## src/rtl/ps2_cmd_pkg.sv

```systemverilog
// Shared command codes, scancodes, parser states and key-map helpers for ps2_cmd_decoder.
// The alias key map is compiled in only when KEYMAP_ALT_EN is defined.
package ps2_cmd_pkg;

  localparam int NUM_CMDS = 5;

  typedef enum logic [2:0] {
    CMD_LEFT   = 3'd0,
    CMD_RIGHT  = 3'd1,
    CMD_ROTATE = 3'd2,
    CMD_DOWN   = 3'd3,
    CMD_DROP   = 3'd4
  } cmd_e;

  typedef enum logic [1:0] {
    ST_IDLE    = 2'd0,
    ST_EXT     = 2'd1,
    ST_BRK     = 2'd2,
    ST_EXT_BRK = 2'd3
  } parse_state_e;

  typedef struct packed {
    logic hit;
    cmd_e cmd;
  } key_map_t;

  localparam logic [7:0] SC_E0    = 8'hE0;
  localparam logic [7:0] SC_F0    = 8'hF0;
  localparam logic [7:0] SC_LEFT  = 8'h6B;
  localparam logic [7:0] SC_RIGHT = 8'h74;
  localparam logic [7:0] SC_UP    = 8'h75;
  localparam logic [7:0] SC_DOWN  = 8'h72;
  localparam logic [7:0] SC_SPACE = 8'h29;
  localparam logic [7:0] SC_ALT_A = 8'h1C;
  localparam logic [7:0] SC_ALT_D = 8'h23;
  localparam logic [7:0] SC_ALT_W = 8'h1D;
  localparam logic [7:0] SC_ALT_S = 8'h1B;

  // Codes accepted without an E0 prefix.
  function automatic key_map_t map_plain(input logic [7:0] code);
    key_map_t m;
    m.hit = 1'b0;
    m.cmd = CMD_LEFT;
    case (code)
      SC_SPACE: begin m.hit = 1'b1; m.cmd = CMD_DROP;   end
`ifdef KEYMAP_ALT_EN
      SC_ALT_A: begin m.hit = 1'b1; m.cmd = CMD_LEFT;   end
      SC_ALT_D: begin m.hit = 1'b1; m.cmd = CMD_RIGHT;  end
      SC_ALT_W: begin m.hit = 1'b1; m.cmd = CMD_ROTATE; end
      SC_ALT_S: begin m.hit = 1'b1; m.cmd = CMD_DOWN;   end
`endif
      default:  begin m.hit = 1'b0; m.cmd = CMD_LEFT;   end
    endcase
    return m;
  endfunction

  function automatic key_map_t map_ext(input logic [7:0] code);
    key_map_t m;
    m.hit = 1'b0;
    m.cmd = CMD_LEFT;
    case (code)
      SC_LEFT:  begin m.hit = 1'b1; m.cmd = CMD_LEFT;   end
      SC_RIGHT: begin m.hit = 1'b1; m.cmd = CMD_RIGHT;  end
      SC_UP:    begin m.hit = 1'b1; m.cmd = CMD_ROTATE; end
      SC_DOWN:  begin m.hit = 1'b1; m.cmd = CMD_DOWN;   end
      default:  begin m.hit = 1'b0; m.cmd = CMD_LEFT;   end
    endcase
    return m;
  endfunction

  function automatic logic is_repeat_cmd(input cmd_e c);
    return (c == CMD_LEFT) || (c == CMD_RIGHT) || (c == CMD_DOWN);
  endfunction

endpackage

```

## src/rtl/cmd_fifo.sv

```systemverilog
// Synchronous show-ahead FIFO: head is visible whenever valid; a full push without a
// same-cycle pop is dropped and flagged by a one-cycle overflow pulse.
module cmd_fifo #(
  parameter int WIDTH = 3,
  parameter int DEPTH = 4
) (
  input  logic             clock,
  input  logic             resetn,
  input  logic             push,
  input  logic [WIDTH-1:0] push_data,
  input  logic             pop_ready,
  output logic             valid,
  output logic [WIDTH-1:0] head,
  output logic             overflow
);

  localparam int AW = (DEPTH > 1) ? $clog2(DEPTH) : 1;
  localparam logic [AW:0]   FULL_CNT = (AW+1)'(DEPTH);
  localparam logic [AW:0]   CNT_ONE  = (AW+1)'(1);
  localparam logic [AW:0]   CNT_ZERO = (AW+1)'(0);
  localparam logic [AW-1:0] PTR_ONE  = AW'(1);

  logic [WIDTH-1:0] mem_r [DEPTH];
  logic [AW-1:0]    wr_ptr_r, rd_ptr_r;
  logic [AW:0]      count_r, count_s;
  logic             valid_r, overflow_r;
  logic             pop_s, full_s, wr_en_s, drop_s;

  assign pop_s   = valid_r && pop_ready;
  assign full_s  = (count_r == FULL_CNT);
  assign wr_en_s = push && (!full_s || pop_s);
  assign drop_s  = push && full_s && !pop_s;

  // Occupancy after this cycle's push/pop.
  always_comb begin
    count_s = count_r;
    case ({wr_en_s, pop_s})
      2'b10:   count_s = count_r + CNT_ONE;
      2'b01:   count_s = count_r - CNT_ONE;
      default: count_s = count_r;
    endcase
  end

  // Storage, pointers and registered status flags.
  always_ff @(posedge clock or negedge resetn) begin
    if (!resetn) begin
      for (int i = 0; i < DEPTH; i++) mem_r[i] <= '0;
      wr_ptr_r   <= '0;
      rd_ptr_r   <= '0;
      count_r    <= CNT_ZERO;
      valid_r    <= 1'b0;
      overflow_r <= 1'b0;
    end else begin
      if (wr_en_s) begin
        mem_r[wr_ptr_r] <= push_data;
        wr_ptr_r        <= wr_ptr_r + PTR_ONE;
      end
      if (pop_s) rd_ptr_r <= rd_ptr_r + PTR_ONE;
      count_r    <= count_s;
      valid_r    <= (count_s != CNT_ZERO);
      overflow_r <= drop_s;
    end
  end

  assign valid    = valid_r;
  assign head     = mem_r[rd_ptr_r];
  assign overflow = overflow_r;

endmodule

```

## src/rtl/ps2_cmd_decoder.sv

```systemverilog
// PS/2 byte stream to game-command decoder: prefix parser, held-key bitmap, auto-repeat
// timer and command FIFO. Define KEYMAP_ALT_EN to add the A/D/W/S aliases.
module ps2_cmd_decoder
  import ps2_cmd_pkg::*;
#(
  parameter int CLK_HZ          = 50_000_000,
  parameter int REPEAT_DELAY_MS = 250,
  parameter int REPEAT_RATE_MS  = 50,
  parameter int FIFO_DEPTH      = 4
) (
  input  logic          clock,
  input  logic          resetn,
  input  logic [7:0]    key_data,
  input  logic          key_strobe,
  output logic          cmd_valid,
  input  logic          cmd_ready,
  output logic [2:0]    cmd_code,
  output logic [4:0]    held,
  output logic          overflow
);

  localparam int DELAY_CYC = REPEAT_DELAY_MS * (CLK_HZ / 1000);
  localparam int RATE_CYC  = REPEAT_RATE_MS * (CLK_HZ / 1000);
  localparam int MAX_CYC   = (DELAY_CYC > RATE_CYC) ? DELAY_CYC : RATE_CYC;
  localparam int TW        = $clog2(MAX_CYC) + 1;
  localparam logic [TW-1:0] DELAY_LD   = TW'(DELAY_CYC);
  localparam logic [TW-1:0] RATE_LD    = TW'(RATE_CYC);
  localparam logic [TW-1:0] TIMER_ONE  = TW'(1);
  localparam logic [TW-1:0] TIMER_ZERO = TW'(0);

  parse_state_e state_r, state_s;
  key_map_t     plain_s, ext_s;
  logic         make_s, brk_s;
  cmd_e         key_s;
  logic [NUM_CMDS-1:0] key_oh_s, held_r, held_s;
  logic         key_held_s, make_new_s, make_rep_s, brk_tgt_s, expire_s;

  logic [TW-1:0] timer_r, timer_s;
  logic          timer_act_r, timer_act_s;
  cmd_e          target_r, target_s;
  logic          pend_r, pend_s;
  cmd_e          pend_code_r, pend_code_s;
  logic          push_s;
  logic [2:0]    push_code_s;

  assign plain_s = map_plain(key_data);
  assign ext_s   = map_ext(key_data);

  // Prefix parser: classifies each strobed byte as make, break or neither.
  always_comb begin
    state_s = state_r;
    make_s  = 1'b0;
    brk_s   = 1'b0;
    key_s   = CMD_LEFT;
    if (key_strobe) begin
      case (state_r)
        ST_IDLE: begin
          if (key_data == SC_E0)      state_s = ST_EXT;
          else if (key_data == SC_F0) state_s = ST_BRK;
          else if (plain_s.hit) begin
            make_s = 1'b1;
            key_s  = plain_s.cmd;
          end else state_s = ST_IDLE;
        end
        ST_EXT: begin
          if (key_data == SC_F0)      state_s = ST_EXT_BRK;
          else if (key_data == SC_E0) state_s = ST_EXT;
          else begin
            state_s = ST_IDLE;
            if (ext_s.hit) begin
              make_s = 1'b1;
              key_s  = ext_s.cmd;
            end else make_s = 1'b0;
          end
        end
        ST_BRK: begin
          state_s = ST_IDLE;
          if (plain_s.hit) begin
            brk_s = 1'b1;
            key_s = plain_s.cmd;
          end else brk_s = 1'b0;
        end
        ST_EXT_BRK: begin
          state_s = ST_IDLE;
          if (ext_s.hit) begin
            brk_s = 1'b1;
            key_s = ext_s.cmd;
          end else brk_s = 1'b0;
        end
        default: state_s = ST_IDLE;
      endcase
    end else state_s = state_r;
  end

  assign key_oh_s   = NUM_CMDS'(1) << key_s;
  assign key_held_s = |(held_r & key_oh_s);
  assign make_new_s = make_s && !key_held_s;
  assign make_rep_s = make_new_s && is_repeat_cmd(key_s);
  assign brk_tgt_s  = brk_s && timer_act_r && (key_s == target_r);
  // Releasing the target in its expiry cycle cancels that repeat.
  assign expire_s   = timer_act_r && (timer_r <= TIMER_ONE) && !brk_tgt_s;

  // Push arbitration: fresh make first, then a deferred expiry, then a live expiry.
  always_comb begin
    push_s      = 1'b0;
    push_code_s = CMD_LEFT;
    pend_s      = pend_r;
    pend_code_s = pend_code_r;
    if (make_new_s) begin
      push_s      = 1'b1;
      push_code_s = key_s;
      if (expire_s && !make_rep_s) begin
        pend_s      = 1'b1;
        pend_code_s = target_r;
      end else pend_s = pend_r;
    end else if (pend_r) begin
      push_s      = 1'b1;
      push_code_s = pend_code_r;
      pend_s      = expire_s;
      if (expire_s) pend_code_s = target_r;
      else          pend_code_s = pend_code_r;
    end else if (expire_s) begin
      push_s      = 1'b1;
      push_code_s = target_r;
    end else push_s = 1'b0;
  end

  // Repeat timer and held bitmap next state.
  always_comb begin
    timer_s     = timer_r;
    timer_act_s = timer_act_r;
    target_s    = target_r;
    held_s      = held_r;
    if (make_rep_s) begin
      timer_act_s = 1'b1;
      target_s    = key_s;
      timer_s     = DELAY_LD;
    end else if (brk_tgt_s) begin
      timer_act_s = 1'b0;
      timer_s     = TIMER_ZERO;
    end else if (expire_s) begin
      timer_s = RATE_LD;
    end else if (timer_act_r && (timer_r != TIMER_ZERO)) begin
      timer_s = timer_r - TIMER_ONE;
    end else timer_s = timer_r;
    if (make_s)     held_s = held_r | key_oh_s;
    else if (brk_s) held_s = held_r & ~key_oh_s;
    else            held_s = held_r;
  end

  // Parser, timer and bitmap state registers.
  always_ff @(posedge clock or negedge resetn) begin
    if (!resetn) begin
      state_r     <= ST_IDLE;
      held_r      <= '0;
      timer_r     <= TIMER_ZERO;
      timer_act_r <= 1'b0;
      target_r    <= CMD_LEFT;
      pend_r      <= 1'b0;
      pend_code_r <= CMD_LEFT;
    end else begin
      state_r     <= state_s;
      held_r      <= held_s;
      timer_r     <= timer_s;
      timer_act_r <= timer_act_s;
      target_r    <= target_s;
      pend_r      <= pend_s;
      pend_code_r <= pend_code_s;
    end
  end

  cmd_fifo #(
    .WIDTH (3),
    .DEPTH (FIFO_DEPTH)
  ) u_fifo (
    .clock     (clock),
    .resetn    (resetn),
    .push      (push_s),
    .push_data (push_code_s),
    .pop_ready (cmd_ready),
    .valid     (cmd_valid),
    .head      (cmd_code),
    .overflow  (overflow)
  );

  assign held = held_r;

endmodule

```

## config.mk

```make
export PLATFORM = sky130hd
export DESIGN_NAME = ps2_cmd_decoder
export DESIGN_NICKNAME = d
export VERILOG_FILES = /design/src/rtl/ps2_cmd_pkg.sv /design/src/rtl/cmd_fifo.sv /design/src/rtl/ps2_cmd_decoder.sv
export SDC_FILE = /design/constraint.sdc
export NUM_CORES = 1
export LEC_CHECK = 0
export ABC_AREA = 1
export CORE_UTILIZATION = 30
export DETAILED_ROUTE_END_ITERATION = 10
export PLACE_DENSITY = 0.52
export SLEW_MARGIN = 20
export SYNTH_ARGS = -nofsm -noshare
export SYNTH_HDL_FRONTEND = slang
export SYNTH_SLANG_ARGS = --single-unit
```

## constraint.sdc

```tcl
create_clock -name clock -period 4.2 [get_ports clock]
set_input_delay 0.63 -clock clock [delete_from_list [all_inputs] [get_ports clock]]
set_output_delay 0.63 -clock clock [all_outputs]
set_load 0.01 [all_outputs]
```

# Yosys cells after proc, flatten, opt, wreduce, memory -nomap -nowiden
# Index checks and enable logic that the tools add are counted.
# W data, S select, Z words.
[totals]
ff_bits = 61
input_bits = 12
[op_classes]
addsub = 5
n_lt_le_gt_ge = 4
eq_ne = 18
n_shift = 1
n_mux = 54
bitwise = 6
n_reduce_logical = 34
[op_table]
columns = ["op", "n"]
rows = [
  ["$mux W25", 4],
  ["$mux W3", 17],
  ["$eq A8 B7 Y1 const B", 4],
  ["$le A25 B1 Y1 const B", 1],
  ["$reduce_bool A25 Y1", 1],
  ["$sub A25 B1 Y25 const B", 1],
  ["$mux W1", 17],
  ["$eq A8 B8 Y1 const B", 2],
  ["$pmux W4 S4", 1],
  ["$logic_and A1 B1 Y1", 13],
  ["$bwmux W12", 1],
  ["$pmux W3 S4", 1],
  ["$and A5 B5 Y5", 2],
  ["$mux W5", 2],
  ["$eq A8 B6 Y1 const B", 1],
  ["$mux W2", 4],
  ["$reduce_bool A2 Y1", 4],
  ["$bmux W3 S2", 1],
  ["$demux W3 S2", 1],
  ["$eq A2 B2 Y1 const B", 3],
  ["$ge A3 B3 Y1 const B", 2],
  ["$not A2 Y3", 2],
  ["$pmux W2 S3", 1],
  ["$pmux W3 S2", 1],
  ["other kinds (26)", 35],
]

# Logic depth before layout (Yosys ltp)
[logic_depth]
ltp_word = 18
ltp_mapped = 19

# Hierarchy
# From an unflattened synthesis, not the netlist that was laid out.
[hier_totals]
hier_cells = 592
hier_area_um2 = 4197.8
[by_module_without_submodules]
columns = ["mod", "n_inst", "cells_each", "area_each_um2", "seq_area_each_um2"]
rows = [
  ["ps2_cmd_decoder", 1, 476, 3160.5, 1001.0],
  ["cmd_fifo", 1, 116, 1037.2, 525.5],
]

# Worst setup path before layout
# OpenSTA, ideal clock, no wires.
[synth_path]
kind = "input -> register"
from = "input port key_data[7]"
to = "register u_fifo.valid_r, in the netlist u_fifo.valid"
setup_ps = 131
arrival_ps = 3095
t_required_ps = 4069
setup_slack_ps = 973
path_stages = 17
path_buffers = 1
cell_sequence = "inv_1 nand2_2 nor2_8 nand2_2 nand2_2 o211ai_4 buf_6 nand3_1 nand2_1 nor2_1 nand3_1 nand3_4 nand2_2 ha_1 fa_1 mux2_2 or3_1"
[synth_between]
elab_chain_cells = 18
word_cells_on_any_way = 45
classes_between = "10 x eq/ne; 1 x shift; 24 x mux; 1 x bitwise; 9 x reduce/logical"
[synth_lines]
columns = ["item", "line_no", "rtl"]
rows = [
  ["start, declared", "ps2_cmd_decoder.sv:13", "input logic [7:0] key_data,"],
  ["$eq A8 B7 Y1 / $eq A8 B6 Y1 (equally long branches)", "ps2_cmd_pkg.sv:61, ps2_cmd_pkg.sv:44", ""],
  ["$pmux W4 S4 / $mux W4 (equally long branches)", "ps2_cmd_pkg.sv:61, ps2_cmd_pkg.sv:44", ""],
  ["$mux W3 (on tied branches)", "n/a", ""],
  ["$mux W3 (on tied branches)", "ps2_cmd_decoder.sv:67, ps2_cmd_decoder.sv:59", ""],
  ["$mux W3 (on tied branches)", "ps2_cmd_decoder.sv:66, ps2_cmd_decoder.sv:58", ""],
  ["$pmux W3 S4", "ps2_cmd_decoder.sv:56", "case (state_r)"],
  ["$mux W3", "ps2_cmd_decoder.sv:55", "if (key_strobe) begin"],
  ["$eq A3 B3 Y1", "ps2_cmd_decoder.sv:99", "assign brk_tgt_s = brk_s && timer_act_r && (key_s == target_r);"],
  ["[3 not listed]", "n/a", ""],
  ["$mux W1", "ps2_cmd_decoder.sv:122", "end else if (expire_s) begin"],
  ["$mux W1", "ps2_cmd_decoder.sv:116", "end else if (pend_r) begin"],
  ["$mux W1 *", "ps2_cmd_decoder.sv:109", "if (make_new_s) begin"],
  ["$logic_and A1 B1 Y1 *", "cmd_fifo.sv:31", "assign wr_en_s = push && (!full_s || pop_s);"],
  ["$eq A2 B1 Y1 / $eq A2 B2 Y1 (equally long branches)", "cmd_fifo.sv:37", "case ({wr_en_s, pop_s})"],
  ["$pmux W3 S2 *", "cmd_fifo.sv:37", ""],
  ["net u_fifo.count_s[1]", "cmd_fifo.sv:25", "logic [AW:0] count_r, count_s;"],
  ["$reduce_bool A3 Y1 *", "cmd_fifo.sv:60", "valid_r <= (count_s != CNT_ZERO);"],
  ["end signal, assigned", "cmd_fifo.sv:60", ""],
  ["end, declared", "cmd_fifo.sv:26", "logic valid_r, overflow_r;"],
]
# Mark *: on every way through the listed nets, which the timed path passes. The rest lies on a longest branch.
# A chain may end at the register's enable or synchronous reset.

# Final worst setup path
[layout_path]
from = "input port key_data[0]"
to = "register u_fifo.valid_r, in the netlist u_fifo.valid"
# The elaborated chain is that of the path after synthesis.

==> run summary <==
The slew at the pin closest to its max-slew limit works out to 0.796 ns. The cell type with the largest total area after synthesis is dfrtp_1. The number of endpoints with negative hold slack in the final report was 0; the die footprint was 0.0144 mm^2. In this run, post-CTS hold repair placed 0 buffers. The first detailed-routing pass ran for 4 iterations. The min-delay analysis places its worst path in the category primary input to asynchronous set/reset pin. The fraction of final layout cells sized beyond drive strength 1 was 0.165; the register bit count reported by yosys was 61. The floorplan has 42 rows. Switching power share of the total: 0.310. The worst register-to-register path ends at u_fifo.valid$_DFF_PN0_. Clock-pin slew was measured on the worst setup and hold paths at 0.06 ns. Synthesis produced a netlist with a net count of 561. The sum of routed wire length over all layers was 9.83 mm; the number of warnings issued by yosys was 0. Clock tree synthesis inserted a total of 9 buffers. The number of design rule violations left after detail routing is 0, and the area growth from synthesis to layout is 16.4%. The logs give 0.816 for the routability-driven placement congestion ratio and 591 for the final-stage net count.

The total count of max-transition violations in the final report is 0. 22 I/O pins were placed. Together, buffers and inverters on the worst path number 2. The worst max-slew margin expressed relative to the limit was 0.469; the horizontal extent of the die was 120 um. The cell count along the critical path works out to 18. The run gives 0.148 as the total global routing track utilization. The placed cell area is 0.00456 mm^2, and the share of async-settable or async-resettable flops after synthesis is 1.00.

For this design the total switching power over the nets is 0.579 mW. On the critical path the largest part of the delay comes from simple AND/OR/NAND/NOR gates. In this run the critical register-to-register path is launched from timer_r[17]$_DFFE_PN0P_.

The commonest register cell after synthesis was dfrtp_1. For the worst flop-to-flop path, the logic depth is 15. The final total negative setup slack is 0 ns, and the DRC marker count from the first detailed-route iteration is 283. The aggregate global routing overflow was 0. Share of Yosys cell area claimed by the top area cell type: 0.366.

The met2 track demand over resource was 0.240. The clock arrives with 0.0110 ns of skew. In this run the clock root is driven by a clkbuf_16. The first global-routing pass estimated 16.8 mm of wire.

The slowest cell on the critical path was clkdlybuf4s50_1. The area used by multi-input combinational logic came out at 0.00237 mm^2. Max-cap violations in this run came to 0. Subtracting the final worst setup slack from the clock period gives 3.72 ns.

The deepest clock path buffer count came out at 2. The area used by sequential logic in the layout is 0.00153 mm^2, and the area of the mapped netlist is 0.00417 mm^2. The logs give 0.75 ns for the worst setup slack for register-to-register paths and 0.396 for the sequential power share. After clock tree synthesis, the setup repair step added 0 buffers.

The synthesized area per cell came out at 7.71 um^2. STA classifies the critical path startpoint as a primary input. The flow ran to the end, and the final reports show no timing, DRC or antenna violations. The largest driver fanout on the critical path is 6, and the internal cell power is 1.29 mW.

The floorplan step defined a core boundary enclosing 0.0134 mm^2. The run gives 34 as the pin count of the biggest net entering global routing. In the post-synthesis netlist, the biggest area contributors are dfrtp_1, nand2_1, nor2_1, nand3_2, inv_1. Timing would allow up to 269 MHz. The number of enable-type register cells in the synthesized netlist was 0. STA puts the critical path data required time at 4.40 ns.

Effective utilization at floorplan: 0.311. The cell area power density is 385 mW/mm^2, and the final design instance area without fill is 0.00485 mm^2. The global routing's busiest layer is met2. Dividing the detail-routed wire length by the instance count gives 13.1 um.

Ranked by instance count, the synthesized netlist is headed by nand2_1, nor2_1, dfrtp_1. TritonCTS built the clock tree. The number of gates resized after CTS is 0. Kind of end point of the critical path: a flip-flop.

Setup violations remaining at the end of the flow were counted as 0. Counting distinct cell types in the post-synthesis netlist gives 45. The insertion delay of the later-clocked pin in the worst-skew pair was 0.33 ns; the via-per-instance ratio was 4.77. The filler cells instantiated in the layout total 1401. The largest voltage drop on the vdd net is 218 uV. Total half-perimeter wirelength after legalization and detailed placement: 7.43 mm. For the number of global-route vias before repair, the log shows 3425. In this design, the stage delay of the slowest critical-path cell is 0.56 ns. The global-route met3 utilization is 0.0271. The logs give 0 for the initial antenna violation count and 61 for the clock sink count.

CTS built an H-tree with a depth of 3. Setup repair after global routing left no endpoint under its margin. Startpoint of the most critical setup path: key_data[0]. The final route contains 3587 vias. Counting every instance in the synthesized netlist gives 541. The critical path is of the primary input to flip-flop type.

Once detail routing completed, the nets flagged for antenna violations numbered 0. The die outline height works out to 120 um. The most common cell in the synthesized netlist is nand2_1. The run gives 0.198 as the global-route track usage on met1.

Buffers placed on the I/O ports in this run total 21. The number of antenna cells inserted came out at 0. The portion of total power attributed to the clock network came out at 0.391.

Among the stages of the critical path, the cell type that occurs most often is nand2_1. Summed over all cells, the static leakage comes to 2.26 nW. The sequential cell area fraction in the yosys report came out at 0.366. The tools report the capture point of the critical path as u_fifo.valid$_DFF_PN0_.

Traced cell by cell, the critical path runs through clkdlybuf4s50_1 > inv_2 > nor2_1 > nand2_1 > nand2_2 > nand2_1 > nand3_2 > nand2_1 > a21oi_1 > nand3_1 > nand3_4 > nand2_2 > ha_1 > fa_1 > a21oi_1 > o21ai_0 > xnor2_1 > or3_1. For the logic gate share of total power, the log shows 0.213. The fraction of the cycle the final worst path needs is 0.885. For the arrival time at the worst endpoint, the log shows 3.92 ns.
## registers in the layout, indices dropped and copies added (netlist names), 2 cells and up, named ones only
register / flops
pend_code_r: 3
u_fifo.rd_ptr_r: 2
state_r: 2
u_fifo.count_r: 3
u_fifo.mem_r: 12
target_r: 3
timer_r: 25
u_fifo.wr_ptr_r: 2
## cell type report
type,instances,area share
Multi-Input combinational cell,420,0.488
Sequential cell,61,0.314
Timing Repair Buffer,26,0.0500
Clock buffer,9,0.0464
Tap cell,176,0.0454
Inverter,53,0.0418
Clock inverter,7,0.0137
## power groups by stage
stage               registers [mW]  logic, mW  clock network, mW
floorplan                    0.728      0.280                  0
global placement             0.748      0.393                  0
detailed placement           0.749      0.403                  0
CTS                          0.739      0.404              0.747
global route                 0.755      0.457              0.771
finish                       0.739      0.399              0.731
## metrics by stage
step	std cells	hold WS, ns	utilization	setup WS [ns]	power (mW)
2_1_floorplan	541	0.334	-	0.973	1.01
3_3_place_gp	736	0.466	0.341	0.255	1.14
3_5_place_dp	736	0.471	0.341	0.147	1.15
4_1_cts	752	0.412	0.362	0.499	1.89
5_1_grt	752	0.450	0.362	0.262	1.98
6_report	752	0.384	0.362	0.483	1.87
## layout by cell type (no fill, tap or decap), types with 6 or more instances in the layout
cell type        synthesis  final
dfrtp_1                 61     61
nand3_1                 29     29
o21ai_0                 20     20
o21ai_1                 13     13
inv_1                   42     42
xor2_1                  12     12
xnor2_1                 11     11
clkdlybuf4s50_1          0     20
inv_2                    9      9
nand3_2                 19     19
nand4_1                 11     11
nor2_2                   6      6
nand2_2                 14     14
clkbuf_16                0      9
nand2_1                144    144
ha_1                     7      7
nor2_1                  80     80
nor3_1                   6      6
## worst min path at each step
stage	start	to	slack, ns
global placement	pend_code_r[2]$_DFFE_PN0P_	pend_code_r[2]$_DFFE_PN0P_	0.47
detailed placement	pend_code_r[2]$_DFFE_PN0P_	pend_code_r[2]$_DFFE_PN0P_	0.47
finish	resetn	asynchronous set/reset pin	0.38
CTS	resetn	u_fifo.mem_r[9]$_DFFE_PN0P_	0.41
global route	resetn	u_fifo.mem_r[9]$_DFFE_PN0P_	0.45
floorplan	resetn	asynchronous set/reset pin	0.33
## layer usage
layer | vias to the layer above | wire [um] | share of wire
li1 | 1818 | - | -
met1 | 1715 | 4830 | 0.49
met2 | 45 | 4590 | 0.47
met3 | 9 | 299 | 0.030
met4 | 0 | 118 | 0.012
met5 | - | 0 | 0
## kinds of logic (layout without fill, tap and decap cells)
family                   after synthesis  after routing  share of synthesized area
flip-flops                            61             61                      0.366
AO/OA/AOI/OAI                         61             61                     0.0987
XOR/XNOR                              23             23                     0.0483
adder cells (fa/ha/maj)                8              8                     0.0258
multiplexers                           2              2                    0.00540
buffers and inverters                 60             95                     0.0651
AND/OR/NAND/NOR                      326            326                      0.390
Power figures use the tool's default switching activity.
